$ cat src/rtl/jt053245_pkg.sv
// Shared types and constants for the jt053245 sprite row drawer.
// Horizontal zoom is compiled in only when JT053245_ZOOM_EN is defined.
package jt053245_pkg;

    typedef enum logic [1:0] {IDLE, FETCH0, FETCH1, DRAW} draw_st_e;

    localparam logic [11:0] ZOOM_ONE = 12'h040;
    localparam int          FRAC_W   = 6;
    localparam int          MAX_PXL  = 256;
    localparam int          TILE_PX  = 16;

    // 10.6 fixed-point source position
    typedef logic [15:0] acc_t;

    function automatic logic [11:0] norm_step(input logic [11:0] hz);
        return (hz == 12'd0) ? 12'h001 : hz;
    endfunction

endpackage

$ cat src/rtl/jt053245_draw_if.sv
// Bundle of the drawer's request, ROM and line-buffer signals.
// Handshakes: dr_start is taken only while dr_busy is low; a ROM word is
// transferred on a cycle with rom_cs and rom_ok both high, rom_addr steady until then.
interface jt053245_draw_if;
    import jt053245_pkg::*;

    logic        dr_start;
    logic        dr_busy;
    logic [15:0] code;
    logic [6:0]  attr;
    logic        hflip;
    logic [3:0]  ysub;
    logic [8:0]  hpos;
    logic [11:0] hzoom;
    logic        hz_keep;
    logic [20:0] rom_addr;
    logic        rom_cs;
    logic        rom_ok;
    logic [31:0] rom_data;
    logic [8:0]  buf_addr;
    logic [10:0] buf_din;
    logic        buf_we;
    draw_st_e    st;

    modport master (
        output dr_start, code, attr, hflip, ysub, hpos, hzoom, hz_keep, rom_ok, rom_data,
        input  dr_busy, rom_addr, rom_cs, buf_addr, buf_din, buf_we, st
    );

    modport slave (
        input  dr_start, code, attr, hflip, ysub, hpos, hzoom, hz_keep, rom_ok, rom_data,
        output dr_busy, rom_addr, rom_cs, buf_addr, buf_din, buf_we, st
    );

endinterface

$ cat src/rtl/jt053245_hzoom.sv
// Horizontal zoom stepper: 10.6 source accumulator, pixel count and the
// residue carried into a continued tile. done flags the last output pixel.
module jt053245_hzoom
    import jt053245_pkg::*;
(
    input  logic        clk,
    input  logic        rst,
    input  logic        load,
    input  logic        keep,
    input  logic        adv,
    input  logic [11:0] step,
    output logic [9:0]  column,
    output logic        done
);

    localparam acc_t ACC_END = acc_t'(TILE_PX << FRAC_W);

    acc_t       acc, residue, acc_nx;
    logic [8:0] cnt;
    logic       past_end;

    assign acc_nx   = acc + acc_t'(step);
    assign past_end = acc_nx >= ACC_END;
    assign column   = acc[15:FRAC_W];
    assign done     = adv && (past_end || cnt == 9'(MAX_PXL - 1));

    always_ff @(posedge clk) begin
        if (rst) begin
            acc     <= '0;
            residue <= '0;
            cnt     <= '0;
        end else if (load) begin
            acc <= keep ? residue : '0;
            cnt <= '0;
        end else if (adv) begin
            acc <= acc_nx;
            cnt <= cnt + 9'd1;
            // A tile cut short by the pixel limit leaves no meaningful residue
            if (done) residue <= past_end ? acc_nx - ACC_END : '0;
        end
    end

endmodule

$ cat src/rtl/jt053245_draw.sv
// Sprite tile-row drawer: fetches a 16-pixel 4bpp row in two ROM words and
// writes opaque pixels to the line buffer, zoomed when JT053245_ZOOM_EN is defined.
module jt053245_draw
    import jt053245_pkg::*;
(
    input  logic            clk,
    input  logic            rst,
    jt053245_draw_if.slave  bus
);

    draw_st_e    st_q, st_d;
    logic [63:0] tile;
    logic [6:0]  attr_r;
    logic        hflip_r;
    logic [11:0] step_r, step_in;
    logic [8:0]  col;
    logic        start_ok, fetch_ok, adv, hz_done;
    logic [9:0]  src_col;
    logic [3:0]  pxl_idx, pxl;

    assign start_ok     = (st_q == IDLE) && bus.dr_start;
    assign fetch_ok     = bus.rom_cs && bus.rom_ok;
    assign adv          = (st_q == DRAW);
    assign bus.dr_busy  = (st_q != IDLE);
    assign bus.rom_cs   = (st_q == FETCH0) || (st_q == FETCH1);
    assign bus.st       = st_q;

`ifdef JT053245_ZOOM_EN
    assign step_in = norm_step(bus.hzoom);
`else
    assign step_in = ZOOM_ONE;
`endif

    jt053245_hzoom u_hzoom (
        .clk    (clk),
        .rst    (rst),
        .load   (start_ok),
        .keep   (bus.hz_keep),
        .adv    (adv),
        .step   (step_r),
        .column (src_col),
        .done   (hz_done)
    );

    always_comb begin
        st_d = st_q;
        case (st_q)
            IDLE:    if (bus.dr_start) st_d = FETCH0;
            FETCH0:  if (fetch_ok)     st_d = FETCH1;
            FETCH1:  if (fetch_ok)     st_d = DRAW;
            DRAW:    if (hz_done)      st_d = IDLE;
            default:                   st_d = IDLE;
        endcase
        pxl_idx = hflip_r ? (4'd15 - src_col[3:0]) : src_col[3:0];
        // A continued tile may start past the row end; such columns draw nothing
        pxl     = (src_col < 10'd16) ? tile[{pxl_idx, 2'b00} +: 4] : 4'd0;
    end

    always_ff @(posedge clk) begin
        if (rst) begin
            st_q         <= IDLE;
            tile         <= '0;
            attr_r       <= '0;
            hflip_r      <= 1'b0;
            step_r       <= ZOOM_ONE;
            col          <= '0;
            bus.rom_addr <= '0;
            bus.buf_we   <= 1'b0;
            bus.buf_addr <= '0;
            bus.buf_din  <= '0;
        end else begin
            st_q       <= st_d;
            bus.buf_we <= 1'b0;
            if (start_ok) begin
                bus.rom_addr <= {bus.code, bus.ysub, 1'b0};
                attr_r       <= bus.attr;
                hflip_r      <= bus.hflip;
                step_r       <= step_in;
                if (!bus.hz_keep) col <= bus.hpos;
            end
            if (st_q == FETCH0 && fetch_ok) begin
                tile[31:0]      <= bus.rom_data;
                bus.rom_addr[0] <= 1'b1;
            end
            if (st_q == FETCH1 && fetch_ok) tile[63:32] <= bus.rom_data;
            if (adv) begin
                col          <= col + 9'd1;
                bus.buf_addr <= col;
                bus.buf_din  <= {attr_r, pxl};
                bus.buf_we   <= (pxl != 4'd0);
            end
        end
    end

endmodule

$ cat src/flat_wrapper.sv
// flat-port wrapper written by rule: the top's interface ports become plain ports
module jt053245_draw_flat import jt053245_pkg::*;
  (clk, rst, bus_dr_start, bus_code, bus_attr, bus_hflip, bus_ysub, bus_hpos, bus_hzoom, bus_hz_keep, bus_rom_ok, bus_rom_data, bus_dr_busy, bus_rom_addr, bus_rom_cs, bus_buf_addr, bus_buf_din, bus_buf_we, bus_st);
  jt053245_draw_if bus_i ();
  input  logic clk;
  input  logic rst;
  input wire logic [$bits(bus_i.dr_start)-1:0] bus_dr_start;
  input wire logic [$bits(bus_i.code)-1:0] bus_code;
  input wire logic [$bits(bus_i.attr)-1:0] bus_attr;
  input wire logic [$bits(bus_i.hflip)-1:0] bus_hflip;
  input wire logic [$bits(bus_i.ysub)-1:0] bus_ysub;
  input wire logic [$bits(bus_i.hpos)-1:0] bus_hpos;
  input wire logic [$bits(bus_i.hzoom)-1:0] bus_hzoom;
  input wire logic [$bits(bus_i.hz_keep)-1:0] bus_hz_keep;
  input wire logic [$bits(bus_i.rom_ok)-1:0] bus_rom_ok;
  input wire logic [$bits(bus_i.rom_data)-1:0] bus_rom_data;
  output wire logic [$bits(bus_i.dr_busy)-1:0] bus_dr_busy;
  output wire logic [$bits(bus_i.rom_addr)-1:0] bus_rom_addr;
  output wire logic [$bits(bus_i.rom_cs)-1:0] bus_rom_cs;
  output wire logic [$bits(bus_i.buf_addr)-1:0] bus_buf_addr;
  output wire logic [$bits(bus_i.buf_din)-1:0] bus_buf_din;
  output wire logic [$bits(bus_i.buf_we)-1:0] bus_buf_we;
  output wire logic [$bits(bus_i.st)-1:0] bus_st;
  assign bus_i.dr_start = bus_dr_start;
  assign bus_i.code = bus_code;
  assign bus_i.attr = bus_attr;
  assign bus_i.hflip = bus_hflip;
  assign bus_i.ysub = bus_ysub;
  assign bus_i.hpos = bus_hpos;
  assign bus_i.hzoom = bus_hzoom;
  assign bus_i.hz_keep = bus_hz_keep;
  assign bus_i.rom_ok = bus_rom_ok;
  assign bus_i.rom_data = bus_rom_data;
  assign bus_dr_busy = bus_i.dr_busy;
  assign bus_rom_addr = bus_i.rom_addr;
  assign bus_rom_cs = bus_i.rom_cs;
  assign bus_buf_addr = bus_i.buf_addr;
  assign bus_buf_din = bus_i.buf_din;
  assign bus_buf_we = bus_i.buf_we;
  assign bus_st = bus_i.st;
  jt053245_draw u_core (.clk(clk), .rst(rst), .bus(bus_i));
endmodule
$ cat config.mk
export PLATFORM = sky130hd
export DESIGN_NAME = jt053245_draw_flat
export DESIGN_NICKNAME = d
export VERILOG_FILES = /design/src/rtl/jt053245_pkg.sv /design/src/rtl/jt053245_draw_if.sv /design/src/rtl/jt053245_hzoom.sv /design/src/rtl/jt053245_draw.sv /design/src/flat_wrapper.sv
export SDC_FILE = /design/constraint.sdc
export NUM_CORES = 1
export LEC_CHECK = 0
export ABC_AREA = 1
export BUFFER_PORTS_ARGS = -buffer_cell sky130_fd_sc_hd__buf_2
export CAP_MARGIN = 20
export CORE_ASPECT_RATIO = 0.5
export CORE_MARGIN = 2
export CORE_UTILIZATION = 59
export CTS_CLUSTER_DIAMETER = 40
export CTS_CLUSTER_SIZE = 28
export DETAILED_ROUTE_END_ITERATION = 6
export GPL_TIMING_DRIVEN = 0
export PLACE_DENSITY = 0.81
export SETUP_SLACK_MARGIN = 0.2
export SLEW_MARGIN = 25
export SYNTH_ARGS = -nofsm -noshare
export SYNTH_HDL_FRONTEND = slang
export SYNTH_SLANG_ARGS = --single-unit
$ cat constraint.sdc
create_clock -name clk -period 3.1 [get_ports clk]
set_input_delay 0.31 -clock clk [delete_from_list [all_inputs] [get_ports clk]]
set_output_delay 0.31 -clock clk [all_outputs]
set_load 0.05 [all_outputs]
==> impl_metrics.py, run 1 <==
metrics = {
    "die": {
        "rows": 28,
        "die_w_um": 161.8,
        "ioPinCount": 132,
        "core-area_mm2": 0.01198,
        "start_util_pct": 61.34,
        "die_h_um": 82.92,
        "die_area_mm2": 0.01342,
    },
    "clocking": {
        "ctsResizeCount": 0,
        "clk_pin_slew_ns": 0.07,
        "cts_setup_buffers": 0,
        "cts_max_path_buffers": 2,
        "cts_num_sinks": 166,
        "clockRootBuffer": "clkbuf_16",
        "cts-htree-levels": 4,
        "cts_tree": "built",
        "numCtsBuffers": 17,
        "worstSkewPairLatency_ns": 0.42,
        "cts_hold_buf": 0,
    },
    "yosys": {
        "synth-compound-area-share_pct": 16.56,
        "synthArstFlopShare_pct": 0,
        "seq_area_frac_synth_pct": 45.22,
        "synth_top_cell_by_area": "dfxtp_1",
        "synth_area_mm2": 0.007350,
        "synth_cell_type_count": 37,
        "synth_top_family_by_area": "simple AND/OR/NAND/NOR gates",
        "syn-num-nets": 1136,
        "synth-seq-cells": 166,
        "synth_ff_type": "dfxtp_1",
        "ys.warnings.count": 0,
        "yosys-mux-area-fraction_pct": 0,
        "synth_area_leaders": "dfxtp_1 45%, nand2_1 9.0%, o21ai_0 8.9%, nor2_1 7.8%, nand3_1 7.2%",
        "syn_area_per_cell_um2": 7.080,
        "synthCells": 1038,
        "synth-adder-area-share_pct": 2.043,
        "synthTopCellsByCount": "176 x nand2_1, 166 x dfxtp_1, 153 x nor2_1",
        "synthSimpleGateAreaFrac_pct": 27.31,
        "synth_edf_count": 0,
        "yosysTopAreaCellShare_pct": 45.22,
        "synthMostInstantiatedCell": "nand2_1",
        "synth-xor-area-share_pct": 0.4767,
    },
    "layout": {
        "drive_gt1_share_pct": 15.98,
        "fin_nets": 1274,
        "antenna_cells": 0,
        "area_growth_pct": 19.61,
        "stdcell_area_mm2": 0.008791,
    },
    "sta": {
        "hold_ws_ns": 0.1309,
        "clock.fmax_ghz": 0.3768,
        "rsz0062_at_grt": "no",
        "min_period_over_period_pct": 85.62,
        "relSlewSlack_pct": 44.55,
        "fin_skew_ns": 0.009259,
        "period_needed_ns": 2.654,
        "hold_violations": 0,
        "tns_ns": 0,
        "finalSetupViolCount": 0,
        "worst_pin_slew_ns": 0.8258,
        "slew_viol_final": 0,
    },
    "power": {
        "power.leakage_nw": 3.739,
        "power_density_mw_per_mm2": 838.2,
        "totalPowerFinal_mw": 7.369,
        "ir_drop_mv": 0.5168,
    },
    "place": {
        "port_buffers": 119,
        "gp_congestion": 0.9643,
        "dp_hpwl_um": 14870,
        "placed_area_mm2": 0.008152,
    },
    "flow_run": {
        "cap_violations": 0,
    },
    "routing": {
        "drtAntennaViolNets": 0,
        "wl_per_cell_um": 15.50,
        "wirelength_um": 20990,
        "drtPass1Iterations": 5,
        "num_vias": 7572,
        "viasPerCell": 5.592,
        "drt-initial-drc-count": 891,
        "drc_errors": 0,
    },
    "hold_path": {
        "whs_path_depth": 3,
        "hold_end": "u_core.bus.rom_addr[5]$_SDFFE_PP0P_",
        "hp-class": "in -> reg",
        "min_from": "bus_code[0]",
    },
    "grt": {
        "grt-ovfl-total": 0,
        "grt_pass1_vias": 7075,
        "antenna_found_initial": 1,
        "grt_max_degree": 17,
        "grt_pass1_wl_um": 33950,
        "grt_use_total_pct": 31.41,
    },
    "setup_path": {
        "cp-start-kind": "flop",
        "cp-end-kind": "flop",
        "r2r-start": "u_core.u_hzoom.acc[6]$_SDFFE_PP0N_",
        "worstRegToRegCells": 14,
        "cp_max_fo": 9,
        "r2r_setup_slack_ns": 0.45,
        "crit_arrival_ns": 3.00,
        "critPathLaunch": "u_core.u_hzoom.acc[6]$_SDFFE_PP0N_",
        "path_class": "reg -> reg",
        "r2r-end": "u_core.u_hzoom.residue[2]$_SDFFE_PP0P_",
        "cp_data_required_time_ns": 3.45,
    },
    "run_status": {
        "status": "complete, no violations",
    },
}
-- logic make-up after synthesis --
kind of cell               count (synthesis)
adders and majority gates                 12
AOI/OAI and AO/OA                        232
xor gates and xnor gates                   4
DFF                                      166
and+or+nand+nor                          468
buffers and inverters                    156
-- how the worst max path moves through the flow --
stage | end | slack, ns | cells after the start
CTS | u_core.u_hzoom.residue[2]$_SDFFE_PP0P_ | 0.49 | 14
finish | u_core.u_hzoom.residue[2]$_SDFFE_PP0P_ | 0.45 | 14
global placement | u_core.u_hzoom.residue[1]$_SDFFE_PP0P_ | 0.57 | 14
detailed placement | u_core.u_hzoom.residue[5]$_SDFFE_PP0P_ | 0.53 | 14
floorplan | u_core.tile[10]$_SDFFE_PP0P_ | 0.81 | 7
global route | u_core.u_hzoom.residue[4]$_SDFFE_PP0P_ | 0.21 | 14
-- per-layer routing --
metal / routed length [um] / track usage, % / share of wire, % / up-vias
met5: 0 / 0 / 0 / -
met4: 257 / 8.367 / 1.2 / 0
met3: 2309 / 7.193 / 11 / 38
met2: 9559 / 50.68 / 46 / 411
met1: 8865 / 42.67 / 42 / 3452
li1: - / - / - / 3671
-- worst max-delay path, cell delays in order, from the launching register on --
cell and delay [ns]:
dfxtp_1 0.48, ha_1 0.23, nand2_2 0.10, o21ai_0 0.17
nand2_1 0.12, inv_1 0.11, ha_1 0.16, nand2_1 0.06
nor2_1 0.10, nand3_1 0.08, o21bai_1 0.22, nor2_4 0.08
a21boi_2 0.29, nand2_2 0.21, o21ai_1 0.17
-- cell usage in the layout (no fill, tap or decap), drive strengths merged, types with 6 or more instances in the layout --
master / synthesis / routed
nand3: 108 / 108
dfxtp: 166 / 166
nand4: 7 / 7
a31oi: 11 / 11
nor2: 158 / 158
nor3: 6 / 6
nand2: 187 / 187
inv: 99 / 104
a21oi: 70 / 70
o21ai: 139 / 139
ha: 12 / 12
buf: 14 / 133
clkbuf: 42 / 61
-- stage by stage --
step                      setup slack (ns)  util [%]  instances
after global routing                0.2064     73.37       1354
after floorplan                     0.8075         -       1038
final                               0.4459     73.37       1354
after global placement              0.5713     68.03       1322
after detailed placement            0.5270     68.03       1322
after CTS                           0.4950     73.37       1354
-- sequential cells by signal (all words and copies together), names as in the netlist --
signal	cells
u_core.bus.buf_addr	9
u_core.attr_r	7
u_core.tile	64
u_core.u_hzoom.cnt	9
u_core.u_hzoom.residue	16
u_core.bus.buf_we	1
u_core.u_hzoom.acc	16
u_core.bus.rom_addr	21
u_core.col	9
u_core.bus.buf_din	11
u_core.hflip_r	1
u_core.bus.st	2
-- report_power, final --
part / switching [mW] / internal [mW]
sequential: 0.203 / 2.50
combinational: 1.74 / 0.631
clock: 0.955 / 1.34
total: 2.90 / 4.47
-- final cells by class --
class,count,area [um2]
Multi-Input combinational cell,716,3410
Buffer,56,240.2
Clock inverter,13,186.4
Timing Repair Buffer,119,595.6
Sequential cell,166,3323
Clock buffer,19,452.9
Inverter,100,376.6
Fill cell,995,3191
Tap cell,165,206.4
No activity file was read; power rests on OpenSTA's default activity.
==> run 2: changes to the inputs <==
--- a/config.mk
+++ b/config.mk
@@ -16,6 +16,7 @@
 export DETAILED_ROUTE_END_ITERATION = 6
 export GPL_TIMING_DRIVEN = 0
 export PLACE_DENSITY = 0.81
+export RECOVER_POWER = 100
 export SETUP_SLACK_MARGIN = 0.2
 export SLEW_MARGIN = 25
 export SYNTH_ARGS = -nofsm -noshare
==> impl_metrics.py, run 2 (synthesis results as in run 1) <==
metrics = {
    "grt": {
        "grt-ovfl-total": 0,
        "grt.busiest_layer": "met2",
        "grt_use_total_pct": 31.41,
        "met2_usage_pct": 50.68,
        "grt_pass1_vias": 7075,
        "antenna_found_initial": 1,
        "grt_use_met1_pct": 42.67,
        "grt_pass1_wl_um": 33950,
        "grt.met3_usage_pct": 7.193,
        "grt_max_degree": 17,
    },
    "place": {
        "place_ws_ns": 0.5270,
        "port_buffers": 119,
        "gp_congestion": 0.9643,
        "placed_area_mm2": 0.008152,
        "dp_hpwl_um": 14870,
    },
    "setup_path": {
        "cp_max_fo": 10,
        "cp-start-kind": "flop",
        "r2r_setup_slack_ns": 0.39,
        "crit_arrival_ns": 3.01,
        "path_class": "reg -> reg",
        "cp_data_required_time_ns": 3.40,
        "r2r-start": "u_core.u_hzoom.acc[6]$_SDFFE_PP0N_",
        "cp-end-kind": "flop",
        "r2r-end": "u_core.u_hzoom.residue[10]$_SDFFE_PP0P_",
        "worstRegToRegCells": 16,
    },
    "clocking": {
        "cts_tree": "built",
        "numCtsBuffers": 17,
        "cts_max_path_buffers": 2,
        "clockRootBuffer": "clkbuf_16",
        "cts-htree-levels": 4,
        "ctsResizeCount": 0,
        "worstSkewPairLatency_ns": 0.42,
        "cts_hold_buf": 0,
        "clk_pin_slew_ns": 0.07,
        "cts_num_sinks": 166,
        "cts_setup_buffers": 0,
    },
    "layout": {
        "regMostFlops": "u_core.tile",
        "layout.cells.most_common_list": "178 x nand2_1, 166 x dfxtp_1, 153 x nor2_1, 133 x o21ai_0, 106 x nand3_1",
        "fillCellCount": 1028,
        "final_util_pct": 72.69,
        "area_growth_pct": 18.51,
        "fin_nets": 1274,
        "largest_reg_flops": 64,
        "antenna_cells": 0,
        "final_common_cell": "nand2_1",
        "stdcell_area_mm2": 0.008710,
        "drive_gt1_share_pct": 11.61,
        "top_regs": "u_core.tile (64), u_core.bus.rom_addr (21)",
    },
    "die": {
        "rows": 28,
        "die_h_um": 82.92,
        "die_w_um": 161.8,
        "core-area_mm2": 0.01198,
        "start_util_pct": 61.34,
        "die_area_mm2": 0.01342,
        "ioPinCount": 132,
    },
    "hold_path": {
        "hp-class": "in -> reg",
        "hold_end": "u_core.bus.rom_addr[5]$_SDFFE_PP0P_",
        "min_from": "bus_code[0]",
        "whs_path_depth": 3,
    },
    "routing": {
        "drc_errors": 0,
        "drt-initial-drc-count": 793,
        "drtPass1Iterations": 7,
        "drtAntennaViolNets": 0,
        "wl_per_cell_um": 15.49,
        "viasPerCell": 5.609,
        "wirelength_um": 20980,
        "num_vias": 7595,
    },
    "sta": {
        "fin_skew_ns": 0.009605,
        "finalSetupViolCount": 0,
        "rsz0062_at_grt": "no",
        "tns_ns": 0,
        "worst_pin_slew_ns": 0.8704,
        "hold_ws_ns": 0.1335,
        "slew_viol_final": 0,
        "setup_slack_ns": 0.3887,
        "period_needed_ns": 2.711,
        "hold_violations": 0,
        "min_period_over_period_pct": 87.46,
        "relSlewSlack_pct": 41.56,
        "clock.fmax_ghz": 0.3688,
    },
    "power": {
        "power_density_mw_per_mm2": 840.6,
        "ir_drop_mv": 0.5079,
        "power.leakage_nw": 3.520,
    },
    "flow_run": {
        "cap_violations": 0,
    },
    "run_status": {
        "status": "complete, no violations",
    },
}
-- run 2: cell count changes in the layout (fill, tap and decap cells not counted), moves of 2 or more --
cell      before  now
o21ai_0      130  133
buf_2        125   78
clkbuf_1      42   93
o21ai_1        9    6
buf_1          3    1
nand2_1      176  178
buf_4          4    2
-- run 2: final cells by class --
type / instances / area [um2] / share of cell area (%)
Sequential cell: 166 / 3323 / 38.16
Clock inverter: 13 / 186.4 / 2.141
Tap cell: 165 / 206.4 / 2.370
Multi-Input combinational cell: 716 / 3395 / 38.97
Clock buffer: 19 / 452.9 / 5.200
Inverter: 100 / 376.6 / 4.324
Timing Repair Buffer: 119 / 538.0 / 6.177
Buffer: 56 / 231.5 / 2.658
-- run 2: worst max-delay path, cell delays in order, from the launching register on --
cell and delay, ns:
dfxtp_1 0.49, ha_1 0.22, nand2_1 0.13, o21ai_0 0.19, nand2_1 0.12, inv_1 0.10, ha_1 0.16, nand2_1 0.06
nor2_1 0.10, nand3_1 0.08, o21bai_1 0.22, nor2_4 0.07, nand3_1 0.07, nand2_1 0.20, buf_6 0.24, nand3_1 0.07
o21ai_0 0.08
-- run 2: metal layers --
layer | up-vias | routed length [um]
met1 | 3460 | 9156
met3 | 44 | 2033
met2 | 422 | 9479
met5 | - | 0
li1 | 3669 | -
met4 | 0 | 310
-- run 2: worst max path at each step --
stage                                                  start                                       to  slack (ns)  depth (start not counted)
after floorplan                u_core.bus.st[0]$_SDFFE_PP0P_             u_core.tile[10]$_SDFFE_PP0P_        0.81                          7
after global placement    u_core.u_hzoom.acc[6]$_SDFFE_PP0N_   u_core.u_hzoom.residue[1]$_SDFFE_PP0P_        0.57                         14
after detailed placement  u_core.u_hzoom.acc[6]$_SDFFE_PP0N_   u_core.u_hzoom.residue[5]$_SDFFE_PP0P_        0.53                         14
after CTS                 u_core.u_hzoom.acc[7]$_SDFFE_PP0N_   u_core.u_hzoom.residue[2]$_SDFFE_PP0P_        0.49                         14
after global routing      u_core.u_hzoom.acc[7]$_SDFFE_PP0N_  u_core.u_hzoom.residue[10]$_SDFFE_PP0P_        0.11                         16
final                     u_core.u_hzoom.acc[6]$_SDFFE_PP0N_  u_core.u_hzoom.residue[10]$_SDFFE_PP0P_        0.39                         16
-- run 2: metrics by stage --
stage | cells | power, mW
6_report | 1354 | 7.321
5_1_grt | 1354 | 7.655
3_5_place_dp | 1322 | 5.041
2_1_floorplan | 1038 | 4.406
4_1_cts | 1354 | 7.326
3_3_place_gp | 1322 | 4.992
-- run 2: where the power goes --
group          total [mW]  leakage (nW)  switching (mW)  internal (mW)
clock                2.30         0.303           0.956           1.34
sequential           2.71          1.35           0.208           2.50
combinational        2.32          1.87            1.74          0.577
total                7.32          3.52            2.90           4.42
==> run 3: changes to the inputs <==
--- a/config.mk
+++ b/config.mk
@@ -7,7 +7,6 @@
 export LEC_CHECK = 0
 export ABC_AREA = 1
 export BUFFER_PORTS_ARGS = -buffer_cell sky130_fd_sc_hd__buf_2
-export CAP_MARGIN = 20
 export CORE_ASPECT_RATIO = 0.5
 export CORE_MARGIN = 2
 export CORE_UTILIZATION = 59
==> constraint.sdc (replaced) <==
create_clock -name clk -period 3.1 [get_ports clk]
set_input_delay 0.62 -clock clk [delete_from_list [all_inputs] [get_ports clk]]
set_output_delay 0.62 -clock clk [all_outputs]
set_load 0.05 [all_outputs]
==> impl_metrics.py, run 3 (synthesis results as in run 1) <==
metrics = {
    "power": {
        "totalPowerFinal_mw": 7.320,
        "ir_drop_mv": 0.5079,
        "power_density_mw_per_mm2": 840.6,
        "power.leakage_nw": 3.517,
    },
    "grt": {
        "grt_max_degree": 17,
        "antenna_found_initial": 1,
        "grt_pass1_wl_um": 33950,
        "grt-ovfl-total": 0,
        "grt_pass1_vias": 7075,
        "grt_use_total_pct": 31.41,
    },
    "clocking": {
        "worstSkewPairLatency_ns": 0.43,
        "cts_max_path_buffers": 2,
        "cts_setup_buffers": 0,
        "ctsResizeCount": 0,
        "cts-htree-levels": 4,
        "clk_pin_slew_ns": 0.07,
        "clockRootBuffer": "clkbuf_16",
        "cts_tree": "built",
        "numCtsBuffers": 17,
        "cts_hold_buf": 0,
        "cts_num_sinks": 166,
    },
    "layout": {
        "fin_nets": 1274,
        "antenna_cells": 0,
        "area_growth_pct": 18.49,
        "register_area_mm2": 0.003323,
        "final_common_cell": "nand2_1",
        "drive_gt1_share_pct": 11.52,
        "top_regs": "u_core.tile (64), u_core.bus.rom_addr (21)",
        "multi_input_area_mm2": 0.003395,
        "layout.cells.most_common_list": "178 x nand2_1, 166 x dfxtp_1, 153 x nor2_1, 133 x o21ai_0, 106 x nand3_1",
        "stdcell_count": 1354,
        "fillCellCount": 1029,
        "regMostFlops": "u_core.tile",
        "largest_reg_flops": 64,
    },
    "sta": {
        "hold_violations": 0,
        "tns_ns": 0,
        "slew_viol_final": 0,
        "period_needed_ns": 2.708,
        "clock.fmax_ghz": 0.3693,
        "rsz0062_at_grt": "no",
        "finalSetupViolCount": 0,
        "hold_ws_ns": 0.4429,
        "fin_skew_ns": 0.009700,
        "setup_slack_ns": 0.3924,
        "min_period_over_period_pct": 87.34,
        "relSlewSlack_pct": 42.00,
        "worst_pin_slew_ns": 0.8638,
    },
    "die": {
        "die_h_um": 82.92,
        "die_area_mm2": 0.01342,
        "die_w_um": 161.8,
        "rows": 28,
        "start_util_pct": 61.34,
        "ioPinCount": 132,
        "core-area_mm2": 0.01198,
    },
    "place": {
        "place_ws_ns": 0.5270,
        "gp_congestion": 0.9643,
        "port_buffers": 119,
        "dp.cells": 1322,
        "dp_hpwl_um": 14870,
    },
    "setup_path": {
        "crit_arrival_ns": 3.01,
        "cp-start-kind": "flop",
        "cp_data_required_time_ns": 3.40,
        "cp-end-kind": "flop",
        "path_class": "reg -> reg",
        "cp_max_fo": 10,
    },
    "hold_path": {
        "hp-class": "in -> reg",
    },
    "routing": {
        "drtAntennaViolNets": 0,
        "drtPass1Iterations": 6,
        "drt-initial-drc-count": 794,
        "drc_errors": 0,
        "num_vias": 7596,
        "wirelength_um": 20970,
        "viasPerCell": 5.610,
        "wl_per_cell_um": 15.49,
    },
    "run_status": {
        "status": "complete, no violations",
    },
    "flow_run": {
        "cap_violations": 0,
    },
}
==> run 3: cell count changes in the layout (fill, tap and decap cells not counted) <==
cell / previous run / this run
clkbuf_1: 93 / 94
buf_2: 78 / 77
==> run 3: power by group <==
part           total (mW)  switching [mW]  leakage (nW)  internal [mW]
clock network        2.30           0.958         0.303           1.34
logic                2.32            1.74          1.86          0.577
registers            2.71           0.207          1.35           2.50
total                7.32            2.90          3.52           4.42
==> run 3: layout make-up <==
cell class                      instances  area share [%]
Multi-Input combinational cell        716           38.98
Sequential cell                       166           38.16
Timing Repair Buffer                  119           6.164
Clock buffer                           19           5.201
Inverter                              100           4.325
Buffer                                 56           2.658
Tap cell                              165           2.371
Clock inverter                         13           2.141
==> run 3: routing by layer <==
layer,share of wire (%),track usage (%)
met2,45,50.68
met3,10,7.193
met1,43,42.67
met5,0,0
met4,1.6,8.367
==> run 3: critical path: stages (launching register included) <==
cell	delay (ns)
dfxtp_1	0.49
ha_1	0.22
nand2_1	0.13
o21ai_0	0.19
nand2_1	0.12
inv_1	0.10
ha_1	0.16
nand2_1	0.06
nor2_1	0.10
nand3_1	0.08
o21bai_1	0.22
nor2_4	0.07
nand3_1	0.07
nand2_1	0.20
buf_6	0.24
nand3_1	0.07
o21ai_0	0.08
==> run 3: final timing paths <==
check	from	end	slack, ns	depth (start not counted)
setup / recovery	u_core.u_hzoom.acc[6]$_SDFFE_PP0N_	u_core.u_hzoom.residue[10]$_SDFFE_PP0P_	0.39	16
hold / removal	bus_code[0]	u_core.bus.rom_addr[5]$_SDFFE_PP0P_	0.44	3
setup reg to reg	u_core.u_hzoom.acc[6]$_SDFFE_PP0N_	u_core.u_hzoom.residue[10]$_SDFFE_PP0P_	0.39	16
hold reg to reg	u_core.tile[0]$_SDFFE_PP0P_	u_core.tile[0]$_SDFFE_PP0P_	0.45	2
==> run 3: stage by stage <==
stage / cell area, um2 / util [%]
2_1_floorplan: 7350 / -
3_3_place_gp: 8152 / 68.03
3_5_place_dp: 8152 / 68.03
4_1_cts: 8791 / 73.37
5_1_grt: 8708 / 72.68
6_report: 8708 / 72.68
